## src/rtl/alu_pkg.sv

```systemverilog
// ============================================================================
//  Module      : alu_pkg
//  Description : Shared opcodes, flag bit positions and FSM encoding for alu_seq
//  Revision    : 1.0 - initial release
// ============================================================================
`default_nettype none

package alu_pkg;

   localparam int OP_W  = 4;
   localparam int FLG_W = 4;

   localparam logic [OP_W-1:0] OP_ADD  = 4'd0;
   localparam logic [OP_W-1:0] OP_SUB  = 4'd1;
   localparam logic [OP_W-1:0] OP_PASS = 4'd2;
   localparam logic [OP_W-1:0] OP_INC  = 4'd3;
   localparam logic [OP_W-1:0] OP_DEC2 = 4'd4;
   localparam logic [OP_W-1:0] OP_DEC  = 4'd5;
   localparam logic [OP_W-1:0] OP_AND  = 4'd6;
   localparam logic [OP_W-1:0] OP_OR   = 4'd7;
   localparam logic [OP_W-1:0] OP_XOR  = 4'd8;
   localparam logic [OP_W-1:0] OP_SHL  = 4'd9;
   localparam logic [OP_W-1:0] OP_SHR  = 4'd10;
   localparam logic [OP_W-1:0] OP_MUL  = 4'd11;

   localparam int FLG_Z = 3;
   localparam int FLG_N = 2;
   localparam int FLG_C = 1;
   localparam int FLG_V = 0;

   typedef enum logic [0:0] {
      ST_IDLE = 1'b0,
      ST_MUL  = 1'b1
   } state_t;

endpackage

`default_nettype wire

```

## src/rtl/alu_seq_if.sv

```systemverilog
// ============================================================================
//  Module      : alu_seq_if
//  Description : START/DONE request bus between the controller and alu_seq
//  Revision    : 1.0 - initial release
// ============================================================================
`default_nettype none

interface alu_seq_if #(
   parameter int WIDTH = 8
) ();
   import alu_pkg::*;

   logic              start;
   logic [OP_W-1:0]   op;
   logic [WIDTH-1:0]  in1;
   logic [WIDTH-1:0]  in2;
   logic              busy;
   logic              done;
   logic [WIDTH-1:0]  out;
   logic [FLG_W-1:0]  flags;

   modport master (
      output start, op, in1, in2,
      input  busy, done, out, flags
   );

   modport slave (
      input  start, op, in1, in2,
      output busy, done, out, flags
   );

endinterface

`default_nettype wire

```

## src/rtl/alu_mul_seq.sv

```systemverilog
// ============================================================================
//  Module      : alu_mul_seq
//  Description : Iterative shift-add unsigned multiplier, one bit per clock
//  Revision    : 1.0 - initial release
// ============================================================================
`default_nettype none

module alu_mul_seq #(
   parameter int WIDTH = 8
) (
   input  wire logic               clk,
   input  wire logic               rst,
   input  wire logic               i_start,
   input  wire logic [WIDTH-1:0]   i_a,
   input  wire logic [WIDTH-1:0]   i_b,
   output logic                    o_busy,
   output logic                    o_done,
   output logic [2*WIDTH-1:0]      o_product
);

   localparam int                 c_cnt_w    = $clog2(WIDTH + 1);
   localparam logic [c_cnt_w-1:0] c_cnt_init = c_cnt_w'(WIDTH);
   localparam logic [c_cnt_w-1:0] c_cnt_one  = c_cnt_w'(1);

   logic                r_busy;
   logic [c_cnt_w-1:0]  r_cnt;
   logic [2*WIDTH-1:0]  r_acc;
   logic [2*WIDTH-1:0]  r_mcand;
   logic [WIDTH-1:0]    r_mplier;
   logic [2*WIDTH-1:0]  w_acc_next;

   assign w_acc_next = r_acc + (r_mplier[0] ? r_mcand : '0);

   always_ff @(posedge clk or posedge rst) begin
      if (rst) begin
         r_busy   <= 1'b0;
         r_cnt    <= '0;
         r_acc    <= '0;
         r_mcand  <= '0;
         r_mplier <= '0;
      end else if (i_start && !r_busy) begin
         r_busy   <= 1'b1;
         r_cnt    <= c_cnt_init;
         r_acc    <= '0;
         r_mcand  <= {{WIDTH{1'b0}}, i_a};
         r_mplier <= i_b;
      end else if (r_busy) begin
         r_acc    <= w_acc_next;
         r_mcand  <= {r_mcand[2*WIDTH-2:0], 1'b0};
         r_mplier <= {1'b0, r_mplier[WIDTH-1:1]};
         r_cnt    <= r_cnt - c_cnt_one;
         if (r_cnt == c_cnt_one) begin
            r_busy <= 1'b0;
         end
      end
   end

   // The final partial product is handed out combinationally so the owner can
   // register it on the same edge that retires the last iteration.
   assign o_busy    = r_busy;
   assign o_done    = r_busy && (r_cnt == c_cnt_one);
   assign o_product = w_acc_next;

endmodule

`default_nettype wire

```

## src/rtl/alu_seq.sv

```systemverilog
// ============================================================================
//  Module      : alu_seq
//  Description : Registered ALU with Z/N/C/V flags and iterative multiply
//  Revision    : 1.0 - initial release
// ============================================================================
`default_nettype none

module alu_seq
   import alu_pkg::*;
#(
   parameter int WIDTH = 8
) (
   input  wire logic   clk,
   input  wire logic   rst,
   alu_seq_if.slave    bus
);

   localparam logic [WIDTH-1:0] c_one = {{(WIDTH-1){1'b0}}, 1'b1};
   localparam logic [WIDTH-1:0] c_two = {{(WIDTH-2){1'b0}}, 2'b10};

   state_t              r_state;
   state_t              w_state_next;
   logic                w_accept_single;
   logic                w_mul_start;
   logic                w_mul_busy;
   logic                w_mul_done;
   logic [2*WIDTH-1:0]  w_prod;

   logic [WIDTH-1:0]    w_opb;
   logic                w_sub;
   logic                w_arith;
   logic [WIDTH:0]      w_wide;
   logic [WIDTH-1:0]    w_res;
   logic                w_c;
   logic                w_v;
   logic [WIDTH-1:0]    w_fin_res;
   logic [FLG_W-1:0]    w_fin_flags;

   logic [WIDTH-1:0]    r_out;
   logic [FLG_W-1:0]    r_flags;
   logic                r_done;

   alu_mul_seq #(.WIDTH(WIDTH)) u_mul (
      .clk       (clk),
      .rst       (rst),
      .i_start   (w_mul_start),
      .i_a       (bus.in1),
      .i_b       (bus.in2),
      .o_busy    (w_mul_busy),
      .o_done    (w_mul_done),
      .o_product (w_prod)
   );

   always_ff @(posedge clk or posedge rst) begin
      if (rst) begin
         r_state <= ST_IDLE;
      end else begin
         r_state <= w_state_next;
      end
   end

   always_comb begin
      w_state_next    = r_state;
      w_accept_single = 1'b0;
      w_mul_start     = 1'b0;
      case (r_state)
         ST_IDLE: begin
            if (bus.start && !w_mul_busy) begin
               if (bus.op == OP_MUL) begin
                  w_mul_start  = 1'b1;
                  w_state_next = ST_MUL;
               end else begin
                  w_accept_single = 1'b1;
               end
            end
         end
         ST_MUL: begin
            if (w_mul_done) begin
               w_state_next = ST_IDLE;
            end
         end
         default: w_state_next = ST_IDLE;
      endcase
   end

   // Single-cycle datapath; arithmetic ops share one WIDTH+1 adder/subtractor.
   always_comb begin
      w_opb   = bus.in2;
      w_sub   = 1'b0;
      w_arith = 1'b0;
      w_res   = '0;
      w_c     = 1'b0;
      w_v     = 1'b0;
      case (bus.op)
         OP_ADD:  w_arith = 1'b1;
         OP_SUB:  begin w_arith = 1'b1; w_sub = 1'b1; end
         OP_INC:  begin w_arith = 1'b1; w_opb = c_one; end
         OP_DEC2: begin w_arith = 1'b1; w_sub = 1'b1; w_opb = c_two; end
         OP_DEC:  begin w_arith = 1'b1; w_sub = 1'b1; w_opb = c_one; end
         OP_PASS: w_res = bus.in1;
         OP_AND:  w_res = bus.in1 & bus.in2;
         OP_OR:   w_res = bus.in1 | bus.in2;
         OP_XOR:  w_res = bus.in1 ^ bus.in2;
         OP_SHL:  begin w_res = {bus.in1[WIDTH-2:0], 1'b0}; w_c = bus.in1[WIDTH-1]; end
         OP_SHR:  begin w_res = {1'b0, bus.in1[WIDTH-1:1]}; w_c = bus.in1[0]; end
         default: w_res = '0;
      endcase
      w_wide = w_sub ? ({1'b0, bus.in1} - {1'b0, w_opb})
                     : ({1'b0, bus.in1} + {1'b0, w_opb});
      if (w_arith) begin
         w_res = w_wide[WIDTH-1:0];
         w_c   = w_wide[WIDTH];
         w_v   = ((bus.in1[WIDTH-1] ^ w_opb[WIDTH-1]) == w_sub) &&
                 (w_wide[WIDTH-1] != bus.in1[WIDTH-1]);
      end
   end

   always_comb begin
      w_fin_res          = w_mul_done ? w_prod[WIDTH-1:0] : w_res;
      w_fin_flags        = '0;
      w_fin_flags[FLG_Z] = (w_fin_res == '0);
      w_fin_flags[FLG_N] = w_fin_res[WIDTH-1];
      w_fin_flags[FLG_C] = w_mul_done ? (|w_prod[2*WIDTH-1:WIDTH]) : w_c;
      w_fin_flags[FLG_V] = w_mul_done ? 1'b0 : w_v;
   end

   always_ff @(posedge clk or posedge rst) begin
      if (rst) begin
         r_out   <= '0;
         r_flags <= '0;
         r_done  <= 1'b0;
      end else begin
         r_done <= w_accept_single || w_mul_done;
         if (w_accept_single || w_mul_done) begin
            r_out   <= w_fin_res;
            r_flags <= w_fin_flags;
         end
      end
   end

   assign bus.busy  = (r_state == ST_MUL);
   assign bus.done  = r_done;
   assign bus.out   = r_out;
   assign bus.flags = r_flags;

endmodule

`default_nettype wire

```

## src/flat_wrapper.sv

```systemverilog
// flat-port wrapper written by rule: the top's interface ports become plain ports
module alu_seq_flat import alu_pkg::*;
#(
   parameter int WIDTH = 8
)
  (clk, rst, bus_start, bus_op, bus_in1, bus_in2, bus_busy, bus_done, bus_out, bus_flags);
  alu_seq_if #(.WIDTH(WIDTH)) bus_i ();
  input  wire logic clk;
  input  wire logic rst;
  input wire logic [$bits(bus_i.start)-1:0] bus_start;
  input wire logic [$bits(bus_i.op)-1:0] bus_op;
  input wire logic [$bits(bus_i.in1)-1:0] bus_in1;
  input wire logic [$bits(bus_i.in2)-1:0] bus_in2;
  output wire logic [$bits(bus_i.busy)-1:0] bus_busy;
  output wire logic [$bits(bus_i.done)-1:0] bus_done;
  output wire logic [$bits(bus_i.out)-1:0] bus_out;
  output wire logic [$bits(bus_i.flags)-1:0] bus_flags;
  assign bus_i.start = bus_start;
  assign bus_i.op = bus_op;
  assign bus_i.in1 = bus_in1;
  assign bus_i.in2 = bus_in2;
  assign bus_busy = bus_i.busy;
  assign bus_done = bus_i.done;
  assign bus_out = bus_i.out;
  assign bus_flags = bus_i.flags;
  alu_seq #(.WIDTH(WIDTH)) u_core (.clk(clk), .rst(rst), .bus(bus_i));
endmodule
```

## config.mk

```make
export PLATFORM = sky130hd
export DESIGN_NAME = alu_seq_flat
export DESIGN_NICKNAME = d
export VERILOG_FILES = /design/src/rtl/alu_pkg.sv /design/src/rtl/alu_seq_if.sv /design/src/rtl/alu_mul_seq.sv /design/src/rtl/alu_seq.sv /design/src/flat_wrapper.sv
export SDC_FILE = /design/constraint.sdc
export NUM_CORES = 1
export LEC_CHECK = 0
export ABC_AREA = 1
export ABC_CLOCK_PERIOD_IN_PS = 3180
export BUFFER_PORTS_ARGS = -buffer_cell sky130_fd_sc_hd__buf_2
export CAP_MARGIN = 20
export CORE_MARGIN = 1
export CORE_UTILIZATION = 62
export CTS_CLUSTER_SIZE = 14
export DETAILED_ROUTE_END_ITERATION = 8
export PLACE_DENSITY_LB_ADDON = 0.2
export SYNTH_ARGS = -nofsm -noshare
export SYNTH_HDL_FRONTEND = slang
export SYNTH_SLANG_ARGS = --single-unit
```

## constraint.sdc

```tcl
create_clock -name clk -period 3.18 [get_ports clk]
set_clock_uncertainty 0.15 [all_clocks]
set_input_delay 0.159 -clock clk [delete_from_list [all_inputs] [get_ports clk]]
set_output_delay 0.159 -clock clk [all_outputs]
set_load 0.05 [all_outputs]
```

==> results of run 1 <==
## synthesized netlist by cell type
| master | n | area [um^2] |
|---|---|---|
| inv_1 | 119 | 447 |
| a21oi_1 | 28 | 140 |
| a21oi_4 | 2 | 32.5 |
| clkbuf_1 | 5 | 18.8 |
| inv_2 | 5 | 18.8 |
| buf_2 | 7 | 35.0 |
| o21ai_1 | 2 | 10.0 |
| buf_4 | 2 | 15.0 |
| nand4_1 | 5 | 31.3 |
| nor3b_1 | 1 | 7.51 |
| nor2_4 | 3 | 33.8 |
| and2_1 | 2 | 12.5 |
| a31o_2 | 2 | 17.5 |
| nor2_2 | 4 | 25.0 |
| xnor2_1 | 6 | 52.6 |
| o211ai_1 | 6 | 45.0 |
| fa_1 | 2 | 40.0 |
| nand3_4 | 1 | 17.5 |
| a31oi_1 | 4 | 25.0 |
| dfrtp_1 | 58 | 1450 |
| nor3_1 | 5 | 25.0 |
| o21ai_2 | 1 | 8.76 |
| nand3_1 | 66 | 330 |
| nand2_1 | 210 | 788 |
| o221ai_1 | 9 | 78.8 |
| nor3_4 | 1 | 16.3 |
| o21ai_0 | 43 | 215 |
| nand2_2 | 3 | 18.8 |
| buf_1 | 3 | 11.3 |
| nand2_4 | 1 | 11.3 |
| nor2_1 | 50 | 188 |
| ha_1 | 41 | 513 |
| xor2_1 | 8 | 70.1 |
| nand3_2 | 1 | 10.0 |
| or2_2 | 3 | 18.8 |
| o21a_1 | 1 | 7.51 |
| o22ai_1 | 12 | 75.1 |
| nand3b_1 | 5 | 37.5 |
## worst paths after layout
kind,start,slack (ps),cells past startpoint,to
worst max-delay path,u_core.u_mul.r_mplier[0],300,19,u_core.bus.flags[1]
worst min-delay path,bus_in1[0],70,3,u_core.u_mul.r_mcand[0]
worst max register to register,u_core.u_mul.r_mplier[0],300,19,u_core.bus.flags[1]
worst min register to register,u_core.bus.out[2],340,2,u_core.bus.out[2]
max in group asynchronous,rst,1690,4,u_core.bus.flags[0]
min in group asynchronous,rst,370,3,u_core.u_mul.r_cnt[3]
## routing by layer
layer  wire (um)  up-vias  GRT usage
li1            -     2426          -
met1        5710     2271      0.445
met2        6360      197      0.567
met3         629       58     0.0438
met4         732        0      0.212
met5           0        -          0
## power by group
part	internal, mW	switching (mW)	total, mW	leakage [nW]
Sequential	1.01	0.169	1.18	0.767
Combinational	0.493	1.07	1.56	2.20
Clock	0.404	0.312	0.716	0.0986
## worst max-delay path, delay by kind of cell (launching register included)
family        cells  cell delay (ps)
flops             1              480
simple gates     14             1290
fa+ha+maj         2              590
buf+inv           3              240
## cell usage in the layout, fill, tap and decap left out, types with 4 or more instances in the layout
master,synthesis,final
inv_1,119,118
nand3_1,66,66
buf_2,7,36
nor2_1,50,50
dlygate4sd3_1,0,7
o21ai_0,43,43
a31oi_1,4,4
o22ai_1,12,12
nand4_1,5,5
nor2_2,4,4
dfrtp_1,58,58
nand3b_1,5,5
o221ai_1,9,9
nand2_1,210,210
ha_1,41,41
nor3_1,5,5
xnor2_1,6,6
clkbuf_8,0,11
inv_2,5,6
o211ai_1,6,6
xor2_1,8,8
a21oi_1,28,28
buf_4,2,6
## registers in the layout, indices dropped and copies added, names as in the netlist
register and cells:
u_core.bus.busy 1, u_core.bus.done 1, u_core.bus.flags 4, u_core.bus.out 7, u_core.u_mul.o_busy 1, u_core.u_mul.r_acc 16
u_core.u_mul.r_cnt 4, u_core.u_mul.r_mcand 16, u_core.u_mul.r_mplier 8
## cells by family (layout without fill, tap and decap cells)
logic type      Yosys count  in the layout
compound gates          110            110
xor+xnor                 14             14
buf+inv                 141            189
flops                    58             58
simple gates            361            361
fa+ha+maj                43             43
## cell type report
cell class | count | area share
Multi-Input combinational cell | 528 | 0.533
Sequential cell | 58 | 0.266
Inverter | 124 | 0.0854
Timing Repair Buffer | 49 | 0.0542
Clock buffer | 12 | 0.0285
Tap cell | 102 | 0.0234
Clock inverter | 4 | 0.00919
==> summary.txt, run 1 <==
F_max -> 348 MHz
Synthesis warning total -> 0
Area grow syn2layout -> 11.2%
Placed insts -> 854
Pleak -> 3.06 nW
CP max FO -> 7
Mean Syn Cell Area -> 6.74 um^2
Proportion of layout cells with a drive suffix above 1 -> 0.110
Residual DRC count -> 0
Compound-gate portion of the synthesized area -> 0.134
Tmin final -> 2880 ps
IR drop worst, VDD -> 331 uV
Final design utilization -> 0.709
FP Rows -> 32
Detailed Route WL -> 13,400 um
Syn Inst Count -> 727
Iteration count of the initial detailed-routing pass -> 5
Total CTS buffers -> 9
Setup TNS -> 0 ps
Post-detail-place hpwl -> 10,400 um
First-pass GRT wire length -> 22,700 um
# IOs -> 37
Initial Util -> 0.637
Fillers -> 650
RSZ-0062 raised after global routing -> no
CP dominant cell by count -> nand2_1
Final instance area -> 5450 um^2
# resized after CTS -> 0
WS Path Type -> register to register
Syn Nets -> 793
Vias in the first global route -> 4,853
Die Height -> 90.9 um
CP max stage delay -> 480 ps
Critical path, cell by cell -> nand2_1, inv_1, ha_1, inv_1, fa_1, inv_1, nand3_1, nand2_1, nand2_1, nand2_1, nand2_1, nand2_1, nand2_1, nand2_1, nand2_1, nor2_1, nand3_1, nand3_1, nand2_1
Largest family of logic cells by synthesized area -> simple AND/OR/NAND/NOR gates
#FFs+latches synth -> 58
Die ar. -> 8260 um^2
Seq/Total Area, Yosys -> 0.296
Area post-placement -> 5170 um^2
Port bufs -> 36
Remaining antenna violation count -> 0
Gr usage total -> 0.349
Setup WS pre-CTS -> 184 ps
Post-CTS setup buffer count -> 0
Final Setup Violations -> 0
CP startpoint kind -> register
Simple-Gate Fraction of Synth Area -> 0.321
Antenna Cells -> 0
Synth unique cells -> 38
Clk buf depth -> 2
Synthesized area -> 4900 um^2
Initial drt markers -> 345
WHS -> 71.1 ps
Data arrival, critical path -> 2950 ps
Total grt overflow -> 0
Final Power -> 3.45 mW
Fin cells -> 877
Root Driver -> clkbuf_8
Clk pin slew, worst setup/hold paths -> 60 ps
Setup WS post-layout -> 302 ps
Die Wd -> 90.9 um
Pin count of the biggest net entering global routing -> 45
Nature of the critical path endpoint -> register
Worst-Margin Slew -> 788 ps
Clock sinks -> 58
Skew-Pair Late Insertion Delay -> 340 ps
CP required -> 3260 ps
Crit-path slowest cell -> dfrtp_1
Drt via density -> 5.65
Slew HR -> 0.473
Hold buffer count at cts -> 7
Pins over their slew limit -> 0
Post-synthesis xor/xnor area fraction -> 0.0250
Via Count -> 4,952
Maxcap violations -> 0
Adder-cell share of the synthesized area -> 0.113
TritonCTS clock tree -> yes
Status -> complete, no violations
Pwr per Cell Area -> 634 nW/um^2
Worst Hold Class -> input port to register
Register area -> 1450 um^2
Tcrit/Tclk final -> 0.905
Mux cell area share after synthesis -> 0
Per-cell routed wire length -> 15.3 um
Multi-input logic area -> 2900 um^2
Fin. Hold Viols -> 0
Initial antenna violation count -> 0
H-tree depth -> 3
Nets -> 836
Core outline area -> 7690 um^2
Routability cong. -> 0.944
(Power assumes the default switching activity.)
==> inputs of run 2 (changes only) <==
--- a/config.mk
+++ b/config.mk
@@ -5,12 +5,11 @@
 export SDC_FILE = /design/constraint.sdc
 export NUM_CORES = 1
 export LEC_CHECK = 0
-export ABC_AREA = 1
 export ABC_CLOCK_PERIOD_IN_PS = 3180
 export BUFFER_PORTS_ARGS = -buffer_cell sky130_fd_sc_hd__buf_2
 export CAP_MARGIN = 20
 export CORE_MARGIN = 1
-export CORE_UTILIZATION = 62
+export CORE_UTILIZATION = 61
 export CTS_CLUSTER_SIZE = 14
 export DETAILED_ROUTE_END_ITERATION = 8
 export PLACE_DENSITY_LB_ADDON = 0.2
==> run 2 against run 1 <==
  * The run now ends with negative setup slack left
  * Global-route usage fell by 0.81 points
  * Via count down 2.4%
  * Clock power increased by 21%
  * Synthesized cell count shrank 19%
  * Critical endpoint unchanged
==> summary.txt, run 2 <==
Status -> finished with violations
Failing checks -> negative setup slack
Hold wc startpoint -> bus_in1[6]
Fin. Hold Viols -> 0 (unchanged)
CP max stage delay -> 470 ps (about the same)
Root Driver -> clkbuf_8
Setup WS pre-CTS -> -142 ps (-326 ps)
Via Count -> 4,834 (-2.4%)
Slew HR -> 0.580 (+0.107)
Synth top area share -> 0.306 (+0.00961)
Reg2Reg Depth -> 11 (-8)
Most frequent cells in the layout -> nand2_1, dfrtp_1, buf_4
H-tree depth -> 3 (unchanged)
CP required -> 3250 ps (about the same)
Worst reg2reg endpoint -> u_core.bus.flags[1]
Proportion of layout cells with a drive suffix above 1 -> 0.217 (+0.108)
Die ar. -> 8140 um^2 (-1.5%)
CP dominant cell by count -> nand3_1
Synth Flop Type -> dfrtp_1
Die Height -> 90.2 um (-0.76%)
Tcrit/Tclk final -> 1.01 (+0.110)
F_max -> 310 MHz (-11%)
R2R Setup Slk -> -50 ps (-350 ps)
Area grow syn2layout -> 22.7%
Antenna Cells -> 0 (unchanged)
Initial Util -> 0.644 (+0.00660)
# IOs -> 37 (unchanged)
Vias in the first global route -> 4,512 (-7.0%)
Initial drt markers -> 516 (+50%)
Per-cell routed wire length -> 17.9 um (+17%)
RSZ-0062 raised after global routing -> yes
Skew-Pair Late Insertion Delay -> 350 ps (about the same)
Die Wd -> 90.2 um (-0.76%)
Critical path, cell by cell -> buf_6, and2_1, ha_1, nand3_1, nor3_1, nand3_1, o21ai_2, xor2_1, or4_1, nand4bb_1, a211o_1
FP Rows -> 31 (-3.1%)
Remaining antenna violation count -> 0 (unchanged)
IR drop worst, VDD -> 597 uV (+81%)
EDFF count, synth -> 0 (unchanged)
Drt via density -> 6.24 (+10%)
Post-detail-place hpwl -> 10,000 um (-3.5%)
Iteration count of the initial detailed-routing pass -> 8 (+3)
Final Power -> 4.03 mW (+17%)
Ys async rst share -> 1.00 (unchanged)
Placed insts -> 747 (-13%)
Synth unique cells -> 65 (+71%)
Worst-Margin Slew -> 629 ps (-159 ps)
Pins over their slew limit -> 0 (unchanged)
Setup TNS -> -46.5 ps (-46.5 ps)
Residual DRC count -> 0 (unchanged)
Area post-placement -> 5300 um^2 (+2.5%)
Tmin final -> 3230 ps (+349 ps)
CP max FO -> 12 (+5)
Total grt overflow -> 0 (unchanged)
Setup WS post-layout -> -46.5 ps (-349 ps)
Worst setup path startpoint -> u_core.u_mul.r_mplier[0]
Total CTS buffers -> 9 (unchanged)
Data arrival, critical path -> 3300 ps (+350 ps)
Syn Inst Count -> 592 (-19%)
Synthesized area -> 4750 um^2 (-3.1%)
WS Path Type -> register to register
Initial antenna violation count -> 0 (unchanged)
Pwr per Cell Area -> 693 nW/um^2 (+9.2%)
Seq/Total Area, Yosys -> 0.306 (+0.00961)
Worst r2r src -> u_core.u_mul.r_mplier[0]
Fin cells -> 775 (-12%)
Final instance area -> 5820 um^2 (+6.9%)
CP startpoint kind -> register
Pleak -> 2.78 nW (-9.2%)
Area contributors post-synth -> dfrtp_1, ha_1, nand2_1
Syn Nets -> 658 (-17%)
Largest registers -> u_core.u_mul.r_acc (16), u_core.u_mul.r_mcand (16), u_core.u_mul.r_mplier (8)
Final Setup Violations -> 1 (+1)
Nets -> 737 (-12%)
Nature of the critical path endpoint -> register
TritonCTS clock tree -> yes
Worst Setup EP -> u_core.bus.flags[1]
Core outline area -> 7370 um^2 (-4.1%)
Port bufs -> 36 (unchanged)
Mean Syn Cell Area -> 8.02 um^2 (+19%)
Crit-path slowest cell -> dfrtp_2
Clk pin slew, worst setup/hold paths -> 90 ps (+30 ps)
Pin count of the biggest net entering global routing -> 52 (+16%)
Maxcap violations -> 0 (unchanged)
Commonest cells in the synthesized netlist -> nand2_1, dfrtp_1, o21ai_0
#FFs+latches synth -> 58 (unchanged)
Clock sinks -> 58 (unchanged)
Gr usage total -> 0.341 (-0.00811)
Cell taking the most area after synthesis -> dfrtp_1
Most common cell in the synthesized netlist -> nand2_1
Clk buf depth -> 2 (unchanged)
Worst Hold Class -> input port to register
First-pass GRT wire length -> 22,300 um (-1.6%)
Routability cong. -> 0.943 (about the same)
Detailed Route WL -> 13,900 um (+3.4%)
Synthesis warning total -> 0 (unchanged)
Most common cell after layout, fill and taps aside -> nand2_1
run 2: final cells by class:
cell class,instances,area (um^2)
clock inverter,7,125
timing repair buffer,98,667
fill,499,1550
tap,99,124
multi-input combinational,468,3200
sequential,58,1450
inverter,36,135
clock buffer,9,124
run 2: logic make-up after synthesis:
kind of cell | after synthesis | share of synthesized area
AND/OR/NAND/NOR | 211 | 0.206
adder cells (fa/ha/maj) | 43 | 0.117
multiplexers | 14 | 0.0298
buffers and inverters | 66 | 0.0569
XOR/XNOR | 24 | 0.0443
AO/OA/AOI/OAI | 176 | 0.241
flip-flops | 58 | 0.306
run 2: what timing repair did:
item	in CTS	in global routing
cloned	0	0
setup endpoints to repair	1	2
buffers inserted	5	4
hold buffers	4	0
pin swaps	9	16
hold endpoints to repair	28	0
gates resized for setup	8	26
run 2: where the power goes:
group          leakage, nW  internal, mW  switching, mW
clock network        0.124         0.527          0.340
logic                 1.89         0.702           1.21
registers            0.766          1.03          0.228
run 2: layer usage:
metal  track usage  part of all wire  wire length, um  vias up
li1              -                 -                -     2260
met1         0.490              0.44             6160     2277
met2         0.527              0.45             6210      250
met3        0.0415             0.078             1090       47
met4         0.128             0.031              434        0
met5             0                 0                0        -
run 2: worst min path at each step:
stage | end | cells past startpoint
after CTS | u_core.u_mul.r_mcand[3] | 3
after global routing | u_core.u_mul.r_mcand[6] | 3
after global placement | u_core.u_mul.r_cnt[2] | 2
after detailed placement | u_core.u_mul.r_cnt[2] | 2
after floorplan | u_core.u_mul.r_mcand[1] | 2
final | u_core.u_mul.r_mcand[6] | 3
run 2: through the flow:
| step | hold slack, ps | utilization |
|---|---|---|
| after floorplan | 133 | - |
| after global placement | 67.9 | 0.719 |
| after detailed placement | 82.2 | 0.719 |
| after CTS | 0.605 | 0.767 |
| after global routing | 30.2 | 0.790 |
| final | 9.97 | 0.790 |
run 2: critical path, delay by kind of cell, from the launching register on:
kind	cells	cell delay, ps
and+or+nand+nor	6	1360
AOI/OAI and AO/OA	2	530
DFF	1	470
adders and majority gates	1	310
buffers and inverters	1	160
xor gates and xnor gates	1	120
==> inputs of run 3 (changes only) <==
--- a/config.mk
+++ b/config.mk
@@ -9,10 +9,11 @@
 export BUFFER_PORTS_ARGS = -buffer_cell sky130_fd_sc_hd__buf_2
 export CAP_MARGIN = 20
 export CORE_MARGIN = 1
-export CORE_UTILIZATION = 61
+export CORE_UTILIZATION = 62
 export CTS_CLUSTER_SIZE = 14
 export DETAILED_ROUTE_END_ITERATION = 8
 export PLACE_DENSITY_LB_ADDON = 0.2
 export SYNTH_ARGS = -nofsm -noshare
 export SYNTH_HDL_FRONTEND = slang
+export SYNTH_HIERARCHICAL = 1
 export SYNTH_SLANG_ARGS = --single-unit
==> run 3 against run 2 <==
  * The run now ends clean
  * Sequential share of layout area fell by 0.27 points
  * Cell count fell by 0.65%
  * Clock-buffer cell count rose by 1
  * Combinational power rose by 5%
  * Sequential power fell by 3%
  * Critical path depth rose by 2
  * Power fell by 3.1%
  * Die area rose by 4.8%
  * Register-to-register slack improved by 170 ps
  * Fmax rose by 5.6%
  * Hold slack improved by 13 ps
  * Setup slack improved by 170 ps
  * Largest power group unchanged
==> summary.txt, run 3 <==
Initial Util -> 0.648 (+0.00394)
Compound-gate portion of the synthesized area -> 0.263 (+0.0222)
Most common cell after layout, fill and taps aside -> nand2_1
F_max -> 327 MHz (+5.6%)
IR drop worst, VDD -> 345 uV (-42%)
Die Wd -> 92.3 um (+2.4%)
Core outline area -> 7810 um^2 (+5.9%)
Clk buf depth -> 2 (unchanged)
Placed insts -> 751 (+0.54%)
Worst r2r src -> u_core/u_mul/r_mplier[0]
Skew-Pair Late Insertion Delay -> 350 ps (about the same)
Slew HR -> 0.356 (-0.224)
Seq/Total Area, Yosys -> 0.287 (-0.0189)
#FFs+latches synth -> 58 (unchanged)
Root Driver -> clkbuf_8
Clock sinks -> 58 (unchanged)
Final instance area -> 5890 um^2 (+1.1%)
Synthesis warning total -> 6 (+6)
Pin count of the biggest net entering global routing -> 77 (+48%)
Pins over their slew limit -> 0 (unchanged)
Largest registers -> u_core/u_mul/r_acc (16), u_core/u_mul/r_mcand (16), u_core/u_mul/r_mplier (8)
Total grt overflow -> 0 (unchanged)
Adder-cell share of the synthesized area -> 0.112 (-0.00473)
Commonest cells in the synthesized netlist -> nand2_1, dfrtp_1, ha_1
Die ar. -> 8520 um^2 (+4.8%)
Die Height -> 92.3 um (+2.4%)
Post-synthesis xor/xnor area fraction -> 0.0398 (-0.00447)
Hold wc startpoint -> bus_in1[0]
Clk pin slew, worst setup/hold paths -> 70 ps (-20 ps)
Worst-Margin Slew -> 966 ps (+337 ps)
Reg2Reg Depth -> 13 (+2)
Tmin final -> 3060 ps (-170 ps)
Nature of the critical path endpoint -> register
Detailed Route WL -> 14,500 um (+4.1%)
Synth top area share -> 0.287 (-0.0189)
Hold path cells -> 3 (unchanged)
First-pass GRT wire length -> 23,900 um (+7.0%)
CP startpoint kind -> register
Iteration count of the initial detailed-routing pass -> 5 (-3)
EDFF count, synth -> 0 (unchanged)
Pleak -> 2.78 nW (-0.20%)
TritonCTS clock tree -> yes
Area grow syn2layout -> 16.4%
Antenna Cells -> 0 (unchanged)
FP Rows -> 32 (+3.2%)
Tcrit/Tclk final -> 0.961 (-0.0535)
Syn Nets -> 660 (+0.30%)
Simple-Gate Fraction of Synth Area -> 0.186 (-0.0204)
Maxcap violations -> 0 (unchanged)
Fillers -> 600 (+20%)
Most frequent cells in the layout -> nand2_1, dfrtp_1, buf_4
Port bufs -> 36 (unchanged)
Ys async rst share -> 1.00 (unchanged)
Area contributors post-synth -> dfrtp_1, ha_1, nand2_1
Fin. Hold Viols -> 0 (unchanged)
H-tree depth -> 3 (unchanged)
Final Power -> 3.91 mW (-3.1%)
Worst Hold Class -> input port to register
Cell taking the most area after synthesis -> dfrtp_1
Synthesized area -> 5060 um^2 (+6.6%)
Total CTS buffers -> 9 (unchanged)
Routability cong. -> 0.993 (+5.3%)
CP max FO -> 4 (-8)
Synth Flop Type -> dfrtp_1
Pwr per Cell Area -> 664 nW/um^2 (-4.1%)
Worst reg2reg endpoint -> u_core/bus.flags[1]
Drt via density -> 6.31 (+1.1%)
Final design utilization -> 0.754 (-0.0362)
Data arrival, critical path -> 3120 ps (-180 ps)
Post-detail-place hpwl -> 10,800 um (+8.2%)
R2R Setup Slk -> 120 ps (+170 ps)
Hold Path Sink -> u_core/u_mul/r_mcand[0]
Status -> complete, no violations
Mux cell area share after synthesis -> 0.0480 (+0.0182)
Gr usage total -> 0.359 (+0.0173)
Nets -> 730 (-0.95%)
Final Setup Violations -> 0 (-1)
Vias in the first global route -> 4,798 (+6.3%)
Area post-placement -> 5630 um^2 (+6.2%)
Largest family of logic cells by synthesized area -> compound AO/OA/AOI/OAI gates
CP required -> 3250 ps (about the same)
WS Path Type -> register to register
Via Count -> 4,858 (+0.50%)
Synth unique cells -> 83 (+28%)
Per-cell routed wire length -> 18.8 um (+4.7%)
Fin cells -> 770 (-0.65%)
Syn Inst Count -> 593 (+0.17%)
Proportion of layout cells with a drive suffix above 1 -> 0.228 (+0.0101)
Mean Syn Cell Area -> 8.53 um^2 (+6.4%)
Most common cell in the synthesized netlist -> nand2_1
Initial drt markers -> 514 (-0.39%)
Initial antenna violation count -> 0 (unchanged)
# IOs -> 37 (unchanged)
Residual DRC count -> 0 (unchanged)
Remaining antenna violation count -> 0 (unchanged)
==> run 3: cell count changes after synthesis, moves of 7 or more <==
cell	before	now
a22o_1	1	9
o22ai_1	12	4
buf_2	3	12
nand2_1	105	65
clkbuf_1	21	13
nand3_1	14	6
o21ai_0	54	39
mux2i_1	13	22
a21oi_1	32	39
a22oi_1	17	1
==> run 3: worst max path at each step <==
stage | from | to | slack, ps | cells past startpoint
2_1_floorplan | bus_op[0] | u_core/bus.flags[1] | 20 | 16
3_3_place_gp | bus_op[3] | u_core/bus.flags[3] | 20 | 15
3_5_place_dp | bus_op[3] | u_core/bus.flags[3] | -120 | 15
4_1_cts | u_core/u_mul/r_mplier[0] | u_core/bus.flags[1] | 30 | 13
5_1_grt | u_core/u_mul/r_mplier[0] | u_core/bus.flags[1] | -30 | 13
6_report | u_core/u_mul/r_mplier[0] | u_core/bus.flags[1] | 120 | 13
==> run 3: what timing repair did <==
item,CTS,global route
hold buffers,1,0
setup buffers,0,2
resized for setup,0,12
hold endpoints to repair,58,0
endpoints found under the setup margin,0,3
==> run 3: area by class of cell <==
class / count / area [um^2] / area share
multi-input combinational: 462 / 3330 / 0.565
clock inverter: 6 / 66.3 / 0.0113
tap: 102 / 128 / 0.0217
timing repair buffer: 96 / 649 / 0.110
clock buffer: 10 / 128 / 0.0217
sequential: 58 / 1450 / 0.247
inverter: 36 / 135 / 0.0229
==> run 3: kinds of logic (layout without fill, tap and decap cells) <==
kind of cell	Yosys count	count (layout)
compound gates	188	188
simple gates	183	183
buf+inv	73	148
flops	58	58
fa+ha+maj	44	44
mux	24	24
xor+xnor	23	23
==> run 3: worst max-delay path, stage by stage, from the launching register on <==
cell and delay [ps]:
dfrtp_1 410, and2_1 160, ha_2 190, fa_2 350
a21o_1 200, a211o_1 280, a21o_1 190, a31oi_2 170
xnor2_1 100, nor4_2 270, nand2_1 110, nor4_2 150
buf_4 140, o31ai_1 50
==> run 3: power breakdown <==
part | switching, mW | total, mW | internal, mW
clock network | 0.325 | 0.688 | 0.363
registers | 0.197 | 1.22 | 1.02
logic | 1.29 | 2.01 | 0.719
total | 1.81 | 3.91 | 2.10
==> run 3: through the flow <==
| step | setup WS, ps | hold WS (ps) | TNS [ps] |
|---|---|---|---|
| floorplan | 19.4 | -114 | 0 |
| global placement | 17.8 | 69.3 | 0 |
| detailed placement | -121 | 78.6 | -301 |
| CTS | 31.0 | 2.48 | 0 |
| global route | -30.9 | 45.3 | -30.9 |
| finish | 124 | 23.1 | 0 |
==> run 3: per-layer routing <==
layer	wire [um]	GRT usage	share of wire
met5	0	0	0
met4	411	0.137	0.028
met3	1130	0.0854	0.078
met2	6510	0.552	0.45
met1	6410	0.487	0.44
